$ cat config.mk
export PLATFORM = sky130hd
export DESIGN_NAME = brainfuck_uart_tx_flat
export DESIGN_NICKNAME = d
export VERILOG_FILES = /design/src/rtl/brainfuck_uart_tx_pkg.sv /design/src/rtl/brainfuck_uart_tx_if.sv /design/src/rtl/brainfuck_uart_tx_baud_gen.sv /design/src/rtl/brainfuck_uart_tx.sv /design/src/flat_wrapper.sv
export SDC_FILE = /design/constraint.sdc
export NUM_CORES = 1
export LEC_CHECK = 0
export CORE_MARGIN = 2
export CORE_UTILIZATION = 58
export CTS_BUF_LIST = sky130_fd_sc_hd__clkbuf_4
export DETAILED_ROUTE_END_ITERATION = 10
export PLACE_DENSITY = 0.82
export SYNTH_ARGS = -nofsm -noshare
export SYNTH_HDL_FRONTEND = slang
export SYNTH_SLANG_ARGS = --single-unit
$ cat constraint.sdc
create_clock -name clk -period 2.3 [get_ports clk]
set_clock_uncertainty 0.05 [all_clocks]
set_input_delay 0.46 -clock clk [delete_from_list [all_inputs] [get_ports clk]]
set_output_delay 0.46 -clock clk [all_outputs]
set_load 0.01 [all_outputs]
$ cat src/rtl/brainfuck_uart_tx_pkg.sv
// Shared constants for the brainfuck stdout UART transmitter: FSM state
// encodings and the parity mode codes.
package brainfuck_uart_tx_pkg;

  typedef enum logic [2:0] {
    S_IDLE   = 3'd0,
    S_START  = 3'd1,
    S_DATA   = 3'd2,
    S_PARITY = 3'd3,
    S_STOP   = 3'd4
  } uart_state_t;

  localparam int PARITY_NONE = 0;
  localparam int PARITY_EVEN = 1;
  localparam int PARITY_ODD  = 2;

  // Parity bit for a byte: even mode makes the total count of ones even,
  // odd mode makes it odd.
  function automatic logic parity_bit(input logic [7:0] b, input int mode);
    return (mode == PARITY_ODD) ? ~^b : ^b;
  endfunction

endpackage

$ cat src/rtl/brainfuck_uart_tx_if.sv
// Core-to-UART stdout handshake: one-cycle write strobe plus data byte from
// the core, busy back from the transmitter.
interface brainfuck_uart_tx_if #(
  parameter int MEM_DATA_WIDTH = 8
);
  logic                      tx_wr;
  logic [MEM_DATA_WIDTH-1:0] tx_data;
  logic                      tx_busy;

  modport master (output tx_wr, output tx_data, input tx_busy);
  modport slave  (input tx_wr, input tx_data, output tx_busy);
endinterface

$ cat src/rtl/brainfuck_uart_tx_baud_gen.sv
// Bit-period timer: counts 0..CLKS_PER_BIT-1 while enabled and flags the
// last cycle of each bit period.
module brainfuck_baud_gen #(
  parameter int CLKS_PER_BIT = 434
) (
  input  logic clk,
  input  logic rst,
  input  logic enable,
  input  logic restart,
  output logic bit_tick
);
  localparam int CW = (CLKS_PER_BIT > 1) ? $clog2(CLKS_PER_BIT) : 1;
  localparam logic [CW-1:0] TERMINAL = CW'(CLKS_PER_BIT - 1);

  logic [CW-1:0] count_q, count_d;
  logic          terminal;

  assign terminal = (count_q == TERMINAL);
  assign bit_tick = enable && terminal;

  // Next count: restart wins, otherwise advance and wrap at terminal count.
  always_comb begin
    count_d = count_q;
    if (restart) begin
      count_d = '0;
    end else if (enable) begin
      count_d = terminal ? '0 : count_q + 1'b1;
    end
  end

  // Counter register.
  always_ff @(posedge clk or posedge rst) begin
    if (rst) count_q <= '0;
    else     count_q <= count_d;
  end
endmodule

$ cat src/rtl/brainfuck_uart_tx.sv
// UART transmitter acting as the brainfuck core's stdout. Accepts one byte
// per tx_wr while idle and sends start, 8 data bits LSB first, optional
// parity and 1 or 2 stop bits. txd and tx_busy are registered.
module brainfuck_uart_tx
  import brainfuck_uart_tx_pkg::*;
#(
  parameter int CLKS_PER_BIT   = 434,
  parameter int MEM_DATA_WIDTH = 8,
  parameter int PARITY_MODE    = PARITY_NONE,
  parameter int STOP_BITS      = 1
) (
  input  logic                clk,
  input  logic                rst,
  brainfuck_uart_tx_if.slave  bus,
  output logic                txd,
  output logic                overrun,
  output logic [2:0]          debug_state
);
  localparam logic [2:0] LAST_STOP = 3'(STOP_BITS - 1);

  uart_state_t state_q, state_d;
  logic [7:0]  shift_q, shift_d;
  logic        parity_q, parity_d;
  logic [2:0]  bit_idx_q, bit_idx_d;
  logic        txd_q, txd_d;
  logic        busy_q, busy_d;
  logic        overrun_q, overrun_d;

  logic [MEM_DATA_WIDTH-1:0] data_in;
  logic                      accept;
  logic                      bit_tick;

  assign data_in = bus.tx_data;
  assign accept  = (state_q == S_IDLE) && bus.tx_wr;

  brainfuck_baud_gen #(
    .CLKS_PER_BIT(CLKS_PER_BIT)
  ) u_baud (
    .clk     (clk),
    .rst     (rst),
    .enable  (state_q != S_IDLE),
    .restart (accept),
    .bit_tick(bit_tick)
  );

  // Next-state and next-output logic; txd_d is the level for the next cycle
  // so the line changes on the same edge as the state.
  always_comb begin
    state_d   = state_q;
    shift_d   = shift_q;
    parity_d  = parity_q;
    bit_idx_d = bit_idx_q;
    txd_d     = txd_q;
    busy_d    = busy_q;
    overrun_d = overrun_q | (bus.tx_wr & busy_q);
    case (state_q)
      S_IDLE: begin
        txd_d  = 1'b1;
        busy_d = 1'b0;
        if (bus.tx_wr) begin
          shift_d   = data_in[7:0];
          parity_d  = parity_bit(data_in[7:0], PARITY_MODE);
          bit_idx_d = '0;
          state_d   = S_START;
          txd_d     = 1'b0;
          busy_d    = 1'b1;
        end
      end
      S_START: begin
        if (bit_tick) begin
          state_d   = S_DATA;
          bit_idx_d = '0;
          txd_d     = shift_q[0];
        end
      end
      S_DATA: begin
        if (bit_tick) begin
          shift_d = shift_q >> 1;
          if (bit_idx_q == 3'd7) begin
            bit_idx_d = '0;
            if (PARITY_MODE != PARITY_NONE) begin
              state_d = S_PARITY;
              txd_d   = parity_q;
            end else begin
              state_d = S_STOP;
              txd_d   = 1'b1;
            end
          end else begin
            bit_idx_d = bit_idx_q + 1'b1;
            txd_d     = shift_q[1];
          end
        end
      end
      S_PARITY: begin
        if (bit_tick) begin
          state_d   = S_STOP;
          bit_idx_d = '0;
          txd_d     = 1'b1;
        end
      end
      S_STOP: begin
        txd_d = 1'b1;
        if (bit_tick) begin
          if (bit_idx_q == LAST_STOP) begin
            state_d   = S_IDLE;
            bit_idx_d = '0;
            busy_d    = 1'b0;
          end else begin
            bit_idx_d = bit_idx_q + 1'b1;
          end
        end
      end
      default: begin
        state_d = S_IDLE;
        txd_d   = 1'b1;
        busy_d  = 1'b0;
      end
    endcase
  end

  // FSM and output registers; reset drops the line high at once.
  always_ff @(posedge clk or posedge rst) begin
    if (rst) begin
      state_q   <= S_IDLE;
      shift_q   <= '0;
      parity_q  <= 1'b0;
      bit_idx_q <= '0;
      txd_q     <= 1'b1;
      busy_q    <= 1'b0;
      overrun_q <= 1'b0;
    end else begin
      state_q   <= state_d;
      shift_q   <= shift_d;
      parity_q  <= parity_d;
      bit_idx_q <= bit_idx_d;
      txd_q     <= txd_d;
      busy_q    <= busy_d;
      overrun_q <= overrun_d;
    end
  end

  assign bus.tx_busy = busy_q;
  assign txd         = txd_q;
  assign overrun     = overrun_q;
  assign debug_state = state_q;
endmodule
$ cat src/flat_wrapper.sv
// flat-port wrapper written by rule: the top's interface ports become plain ports
module brainfuck_uart_tx_flat import brainfuck_uart_tx_pkg::*;
#(
  parameter int CLKS_PER_BIT   = 434,
  parameter int MEM_DATA_WIDTH = 8,
  parameter int PARITY_MODE    = PARITY_NONE,
  parameter int STOP_BITS      = 1
)
  (clk, rst, txd, overrun, debug_state, bus_tx_wr, bus_tx_data, bus_tx_busy);
  brainfuck_uart_tx_if #(.MEM_DATA_WIDTH(MEM_DATA_WIDTH)) bus_i ();
  input  logic clk;
  input  logic rst;
  output logic txd;
  output logic overrun;
  output logic [2:0] debug_state;
  input wire logic [$bits(bus_i.tx_wr)-1:0] bus_tx_wr;
  input wire logic [$bits(bus_i.tx_data)-1:0] bus_tx_data;
  output wire logic [$bits(bus_i.tx_busy)-1:0] bus_tx_busy;
  assign bus_i.tx_wr = bus_tx_wr;
  assign bus_i.tx_data = bus_tx_data;
  assign bus_tx_busy = bus_i.tx_busy;
  brainfuck_uart_tx #(.CLKS_PER_BIT(CLKS_PER_BIT), .MEM_DATA_WIDTH(MEM_DATA_WIDTH), .PARITY_MODE(PARITY_MODE), .STOP_BITS(STOP_BITS)) u_core (.clk(clk), .rst(rst), .bus(bus_i), .txd(txd), .overrun(overrun), .debug_state(debug_state));
endmodule
======== Word level (Yosys, flattened, before mapping) ========
Index checks and enable logic that the tools add are counted.
operators by class
  bitwise operators ....................... 3
  multiplexer cells ....................... 31
  eq/ne operators ......................... 14
  reduce and logical (&&, ||, !) cells .... 15
  $add $sub $neg .......................... 2
operator list
  kind                                            number
  2-to-1 mux 3 bit                                13
  2-to-1 mux 9 bit                                3
  2-to-1 mux 8 bit                                2
  one-hot mux 8 bit (2 select lines)              1
  one-hot mux 3 bit (5 select lines)              1
  != test 2 x 1 -> 1 bit (second input constant)  7
  one-hot mux 3 bit (4 select lines)              1
  adder 9 x 1 -> 9 bit (second input constant)    1
  == test 9 bit (second input constant)           1
  AND reduction 3 bit                             3
  2-to-1 mux 1 bit                                8
  AND reduction 7 bit                             1
  == test 3 x 2 -> 1 bit (second input constant)  2
  == test 3 bit (second input constant)           2
  logical NOT 3 bit                               2
  AND reduction 5 bit                             1
  one-hot mux 1 bit (4 select lines)              1
  nonzero test 2 bit                              2
  nonzero test 4 bit                              1
  adder 3 x 1 -> 3 bit (second input constant)    1
  == test 3 x 1 -> 1 bit (second input constant)  1
  one-hot mux 1 bit (3 select lines)              1
  nonzero test 3 bit                              1
  OR reduction 3 bit                              1
  6 further kinds                                 7
word-level totals
  input port bits ......................... 11
  output and inout port bits .............. 6
  word-level logic and storage cells ...... 72
  flip-flop bits (word level) ............. 26

======== Depth between registers and ports, before layout ========
Gate-level depths: netlist of run 1.
  word-level depth ........................ 4
  depth in mapped cells ................... 7
  mapped depth without buffers ............ 6

======== By module ========
From an unflattened synthesis of run 1, not the netlist that was laid out.
unflattened totals
  cell total of the unflattened synthesis .. 147
  area total of the unflattened synthesis .. 1537.7 µm²
by module, submodules not included
  module              cells each  times used  area an instance (µm²)
  brainfuck_uart_tx   92          1           1034.7
  brainfuck_baud_gen  55          1           503.0

======== Worst setup path after synthesis of run 1 ========
Ideal clock, no wire load.
  kind .................................... flip-flop to flip-flop
  from .................................... register u_core.u_baud.count_q[1]
  to ...................................... register u_core.shift_q[0]
  setup slack ............................. 470 ps
  setup time .............................. 125 ps
  cell stages (with the launch flop) ...... 8
  arrival ................................. 1655 ps
  cell sequence ........................... dfrtp_1 inv_1 ha_1 and4_1 clkbuf_2 a31oi_1 nor3_4 mux2_2
on the way
  longest elaborated chain between the ends .. 4
ends and longest elaborated chain
  what                              RTL line                          source
  start, declared                   brainfuck_uart_tx_baud_gen.sv:15  logic [CW-1:0] count_q, count_d;
  start signal, assigned            brainfuck_uart_tx_baud_gen.sv:34  else count_q <= count_d;
  == test 9 bit                     brainfuck_uart_tx_baud_gen.sv:18  assign terminal = (count_q == TERMINAL);
  logical AND 1 bit                 brainfuck_uart_tx_baud_gen.sv:19  assign bit_tick = enable && terminal;
  != test 2 x 1 -> 1 bit (no line)  -
  AND reduction 3 bit (no line)     -
  end signal, assigned              brainfuck_uart_tx.sv:133          shift_q <= shift_d;
  end, declared                     brainfuck_uart_tx.sv:22           logic [7:0] shift_q, shift_d;
No other way between the ends.
A chain may end at the register's enable or synchronous reset.

======== Worst setup path in the final report of run 1 ========
  from .................................... register u_core.state_q[1], in the netlist u_core.debug_state[1]
  to ...................................... output debug_state[1]
RTL lines
  what                    RTL line                  source
  start, declared         brainfuck_uart_tx.sv:21   uart_state_t state_q, state_d;
  start signal, assigned  brainfuck_uart_tx.sv:132  state_q <= state_d;
  end, declared           flat_wrapper.sv:15        output logic [2:0] debug_state;
No word-level cell between the ends.

==> flow_metrics.env, run 1 <==
export IMPL_status="completed"
export IMPL_cts_root_buffer="clkbuf_4"
export IMPL_die_area_sq_um=3010
export IMPL_p_leak_nw=0.727
export IMPL_ys_seq_elements=26
export IMPL_slowest_delay_ps=640
export IMPL_wl_mm=2.93
export IMPL_slowest_stage="dfrtp_1"
export IMPL_required_ps=1790
export IMPL_final_cell_mix="dfrtp_1, mux2_2, clkdlybuf4s50_1"
export IMPL_syn_inst=148
export IMPL_dr_pass1_iters=4
export IMPL_r2r_cells=6
export IMPL_cts_resized=0
export IMPL_layout_commonest_cell="dfrtp_1"
export IMPL_grt_use_total=0.232
export IMPL_setup_viol=0
export IMPL_die_w_microns=54.9
export IMPL_hpwlAfterDp_mm=2.17
export IMPL_fmax_mhz=478
export IMPL_cp_num_cells=1
export IMPL_synth_warnings=0
export IMPL_vdd_drop_max_v=0.000672
export IMPL_place_ws_ps=125
export IMPL_io_pins=17
export IMPL_fin_nets=186
export IMPL_worstPathMaxFanout=14
export IMPL_critPathLaunchType="flip-flop"
export IMPL_area_delta_synth_final_pct=16.0
export IMPL_clock_sinks=26
export IMPL_path_delay_family="flip-flops"
export IMPL_rows=18
export IMPL_grt_start_max_net_pins=27
export IMPL_rrSetupSlack_ps=230
export IMPL_antenna_left=0
export IMPL_rsz0062_at_grt="no"
export IMPL_fin_crit_ps=2090
export IMPL_worst_pin_slew_ps=577
export IMPL_period_share=0.909
export IMPL_antenna_found_initial=0
export IMPL_postCtsHoldBufs=0
export IMPL_via_per_inst=5.93
export IMPL_cts_tree="yes"
export IMPL_postCtsSetupBuffers=0
export IMPL_drc=0
export IMPL_core_sq_um=2450
export IMPL_synth_area_sq_um=1500
export IMPL_async_flop_share=1.00
export IMPL_setup_tns_final_ps=0
export IMPL_port_buffers=16
export IMPL_total_power_mw=1.24
export IMPL_synthFlopType="dfrtp_1"
export IMPL_crit_buf_inv=1
export IMPL_routedWlPerCell_microns=14.7
export IMPL_start_util=0.612
export IMPL_hold_class="primary input to asynchronous set/reset pin"
export IMPL_drv_cap=0
export IMPL_avgSynthCellArea_sq_um=10.1
export IMPL_grt_pass1_vias=1136
export IMPL_grt_pass1_wl_mm=4.91
export IMPL_setup_ws_ps=210
export IMPL_rr_startpoint="u_core.u_baud.count_q[1]"
export IMPL_drtIter0Drc=35
export IMPL_worst_setup_path_type="flip-flop to output pin"
export IMPL_crit_arrival_ps=1580
export IMPL_overflow=0
export IMPL_antenna_cells=0
export IMPL_final_max_slew_viol_count=0
export IMPL_worstPathCellList="clkdlybuf4s50_1"
export IMPL_clkTransAtPathRegs_ps=130
export IMPL_power_density_nw_per_um2=713
export IMPL_vias=1181
export IMPL_ys_types=40
export IMPL_clk_latency_ps=310
export IMPL_synth_edf_count=0
export IMPL_critPathLaunch="u_core.debug_state[1]"
export IMPL_drive_gt1_frac=0.195
export IMPL_clockBufferDepth=2
export IMPL_cts_buffers=3
export IMPL_holdWs_ps=422
export IMPL_die_h_microns=54.9
export IMPL_max_slew_margin=0.615
export IMPL_synthesis_nets=164
export IMPL_ys_seq_area_frac=0.434
export IMPL_h_tree_depth=1
export IMPL_worst_setup_path_end_kind="output pin"
export IMPL_gp_congestion=0.885
export IMPL_hold_viol_final=0
-- cell type report --
type / count / area [sq um]
multi-input cells: 108 / 787
clock inverters: 1 / 3.75
repair buffers: 22 / 205
clock buffers: 3 / 22.5
well taps: 30 / 37.5
flip-flops and latches: 26 / 652
fillers: 177 / 713
inverters: 9 / 33.8
-- path summary, 6_finish.rpt --
path	to
setup / recovery	debug_state[1]
hold / removal	u_core.u_baud.count_q[5]
setup reg to reg	u_core.shift_q[4]
hold reg to reg	u_core.overrun
max in group asynchronous	u_core.txd
min in group clk	u_core.overrun
-- power breakdown --
group | leakage (nW) | switching (mW) | total, mW | internal, mW
Combinational | 0.388 | 0.146 | 0.333 | 0.187
Clock | 0.0154 | 0.129 | 0.193 | 0.0635
Sequential | 0.323 | 0.126 | 0.715 | 0.589
Total | 0.727 | 0.402 | 1.24 | 0.839
-- routing by layer --
layer | GRT usage | part of all wire | up-vias
li1 | - | - | 575
met1 | 0.310 | 0.45 | 572
met2 | 0.375 | 0.50 | 32
met3 | 0.0410 | 0.048 | 2
met4 | 0.0875 | 0.0051 | 0
met5 | 0 | 0 | -
-- synthesized netlist by cell type (2+ instances only) --
library cell	count	area, sq um
dfrtp_1	25	626
mux2_2	16	180
o21ai_0	11	55.1
nand2_1	10	37.5
a21oi_1	9	45.0
inv_1	9	33.8
nand3_1	6	30.0
nor3_1	6	30.0
ha_1	5	62.6
nor2_1	5	18.8
a21o_1	3	22.5
a31oi_1	3	18.8
mux2i_1	3	30.0
nor3b_1	3	22.5
o2111ai_1	3	26.3
a211oi_1	2	15.0
clkbuf_1	2	7.51
nand4_1	2	12.5
nor2b_1	2	12.5
o21a_1	2	15.0
or2_2	2	12.5
-- sequential cells by signal, indices dropped and copies added, names as in the netlist --
signal,count
u_core.shift_q,8
u_core.overrun,1
u_core.u_baud.count_q,9
u_core.debug_state,3
u_core.bit_idx_q,3
u_core.bus.tx_busy,1
u_core.txd,1
-- metrics by stage --
| stage | utilization | instance area, sq um | std cells |
|---|---|---|---|
| 3_3_place_gp | 0.699 | 1720 | 195 |
| 4_1_cts | 0.709 | 1740 | 199 |
| 5_1_grt | 0.709 | 1740 | 199 |
| 3_5_place_dp | 0.699 | 1720 | 195 |
| 2_1_floorplan | - | 1500 | 148 |
| 6_report | 0.709 | 1740 | 199 |
-- cells by family (layout without fill, tap and decap cells) --
kind of cell               count (synthesis)  in the layout  synth area share
adders and majority gates                  5              5            0.0417
muxes                                     19             19             0.140
xor gates and xnor gates                   2              2            0.0117
and+or+nand+nor                           46             46             0.183
AOI/OAI and AO/OA                         36             36             0.147
buffers and inverters                     14             35            0.0417
DFF                                       26             26             0.434
(Power assumes the default switching activity.)
==> inputs of run 2 (changes only) <==
Settings changed: CORE_UTILIZATION 58 to 30, PLACE_DENSITY 0.82 to not set.
==> run 2 against run 1 <==
Compared with the run above: critical path depth increased by 1; power increased by 0.12%; global-route usage decreased by 11 points; non-clock buffer count increased by 4; core utilization decreased by 33 points; setup slack got worse by 24 ps; via count about the same; flip-flop and latch count unchanged; cell count increased by 21%; clock-buffer cell count unchanged; critical endpoint unchanged.
==> flow_metrics.env, run 2 (synthesized netlist as in run 1, its figures left out) <==
export IMPL_antenna_left=0
export IMPL_crit_arrival_ps=1600
export IMPL_via_per_inst=4.92
export IMPL_fin_crit_ps=2110
export IMPL_largest_reg_flops=9
export IMPL_place_ws_ps=242
export IMPL_rsz0062_at_grt="no"
export IMPL_hpwlAfterDp_mm=2.28
export IMPL_postCtsSetupBuffers=0
export IMPL_worst_setup_path_type="flip-flop to output pin"
export IMPL_setup_tns_final_ps=0
export IMPL_grtUsageMet2=0.206
export IMPL_worst_pin_slew_ps=597
export IMPL_setup_viol=0
export IMPL_required_ps=1790
export IMPL_rows=25
export IMPL_fmax_mhz=473
export IMPL_cts_root_buffer="clkbuf_4"
export IMPL_drv_cap=0
export IMPL_final_max_slew_viol_count=0
export IMPL_io_pins=17
export IMPL_gp_congestion=0.804
export IMPL_dr_pass1_iters=4
export IMPL_die_w_microns=74.7
export IMPL_worstPathCellList="buf_4, clkdlybuf4s50_1"
export IMPL_vias=1180
export IMPL_antenna_cells=0
export IMPL_core_sq_um=4790
export IMPL_wl_mm=3.09
export IMPL_start_util=0.314
export IMPL_clockBufferDepth=2
export IMPL_antenna_found_initial=0
export IMPL_cts_resized=0
export IMPL_grt_use_met1=0.175
export IMPL_grt_use_total=0.126
export IMPL_crit_buf_inv=2
export IMPL_hold_class="primary input to asynchronous set/reset pin"
export IMPL_reg_top3="u_core.u_baud.count_q (9), u_core.shift_q (8)"
export IMPL_power_density_nw_per_um2=679
export IMPL_drc=0
export IMPL_grt_use_met3=0.0241
export IMPL_status="completed"
export IMPL_worstPathMaxFanout=10
export IMPL_clkTransAtPathRegs_ps=140
export IMPL_max_slew_margin=0.602
export IMPL_vdd_drop_max_v=0.000333
export IMPL_clock_sinks=26
export IMPL_largest_register="u_core.u_baud.count_q"
export IMPL_cts_tree="yes"
export IMPL_clk_latency_ps=310
export IMPL_layout_commonest_cell="dfrtp_1"
export IMPL_port_buffers=16
export IMPL_grt_start_max_net_pins=27
export IMPL_worst_setup_path_end_kind="output pin"
export IMPL_grt_pass1_vias=1166
export IMPL_postCtsHoldBufs=0
export IMPL_drive_gt1_frac=0.214
export IMPL_die_area_sq_um=5590
export IMPL_grt_pass1_wl_mm=5.43
export IMPL_drtIter0Drc=70
export IMPL_setup_ws_ps=186
export IMPL_final_cell_mix="dfrtp_1, mux2_2, clkdlybuf4s50_1"
export IMPL_p_leak_nw=0.751
export IMPL_grt_busiest_layer="met2"
export IMPL_die_h_microns=74.7
export IMPL_path_delay_family="buffers and inverters"
export IMPL_area_delta_synth_final_pct=21.9
export IMPL_num_fill_cells=477
export IMPL_hold_viol_final=0
export IMPL_period_share=0.919
export IMPL_slowest_stage="dfrtp_1"
export IMPL_h_tree_depth=1
export IMPL_cts_buffers=3
export IMPL_slowest_delay_ps=550
export IMPL_critPathLaunchType="flip-flop"
export IMPL_overflow=0
export IMPL_routedWlPerCell_microns=12.9
export IMPL_fin_nets=190
-- run 2: cell types whose count changed in the layout (fill, tap and decap cells not counted), sizes merged --
| cell | previous run | this run |
|---|---|---|
| buf | 6 | 10 |
-- run 2: metrics by stage --
stage / power (mW) / cells / hold slack (ps) / area [sq um] / utilization
floorplan: 0.913 / 148 / 414 / 1500 / -
global placement: 1.05 / 236 / 408 / 1800 / 0.377
detailed placement: 1.06 / 236 / 411 / 1800 / 0.377
CTS: 1.27 / 240 / 429 / 1830 / 0.382
global route: 1.34 / 240 / 462 / 1830 / 0.382
finish: 1.24 / 240 / 431 / 1830 / 0.382
-- run 2: final cells by class --
cell class	instances	area (sq um)	share of cell area
clock inverter	1	3.75	0.00205
timing repair buffer	26	248	0.135
inverter	9	33.8	0.0185
tap	67	83.8	0.0458
sequential	26	652	0.356
clock buffer	3	22.5	0.0123
multi-input combinational	108	787	0.430
-- run 2: metal layers --
metal / up-vias / part of all wire / wire length [microns]
met3: 2 / 0.026 / 81
met1: 569 / 0.51 / 1590
li1: 588 / - / -
met4: 0 / 0.0068 / 21
met2: 21 / 0.45 / 1400
met5: - / 0 / 0
-- run 2: path summary, 6_finish.rpt --
check | start | endpoint | slack (ps) | cells past startpoint
setup reg to reg | u_core.u_baud.count_q[1] | u_core.shift_q[3] | 340 | 7
setup / recovery | u_core.debug_state[1] | debug_state[1] | 190 | 2
hold reg to reg | u_core.overrun | u_core.overrun | 440 | 1
hold / removal | rst | u_core.shift_q[1] | 430 | 3
min in group clk | u_core.overrun | u_core.overrun | 440 | 1
max in group asynchronous | rst | u_core.txd | 1470 | 3
-- run 2: power by group --
part	internal [mW]	switching [mW]	total, mW
combinational	0.195	0.146	0.341
sequential	0.589	0.116	0.704
clock	0.0635	0.134	0.198
total	0.847	0.396	1.24
-- run 2: worst register-to-register path, stage by stage (launching register included) --
cell and delay (ps):
dfrtp_1 430, inv_1 60, ha_1 130, and4_1 360, a31oi_1 170, nor3_4 180, buf_12 150, mux2_2 330
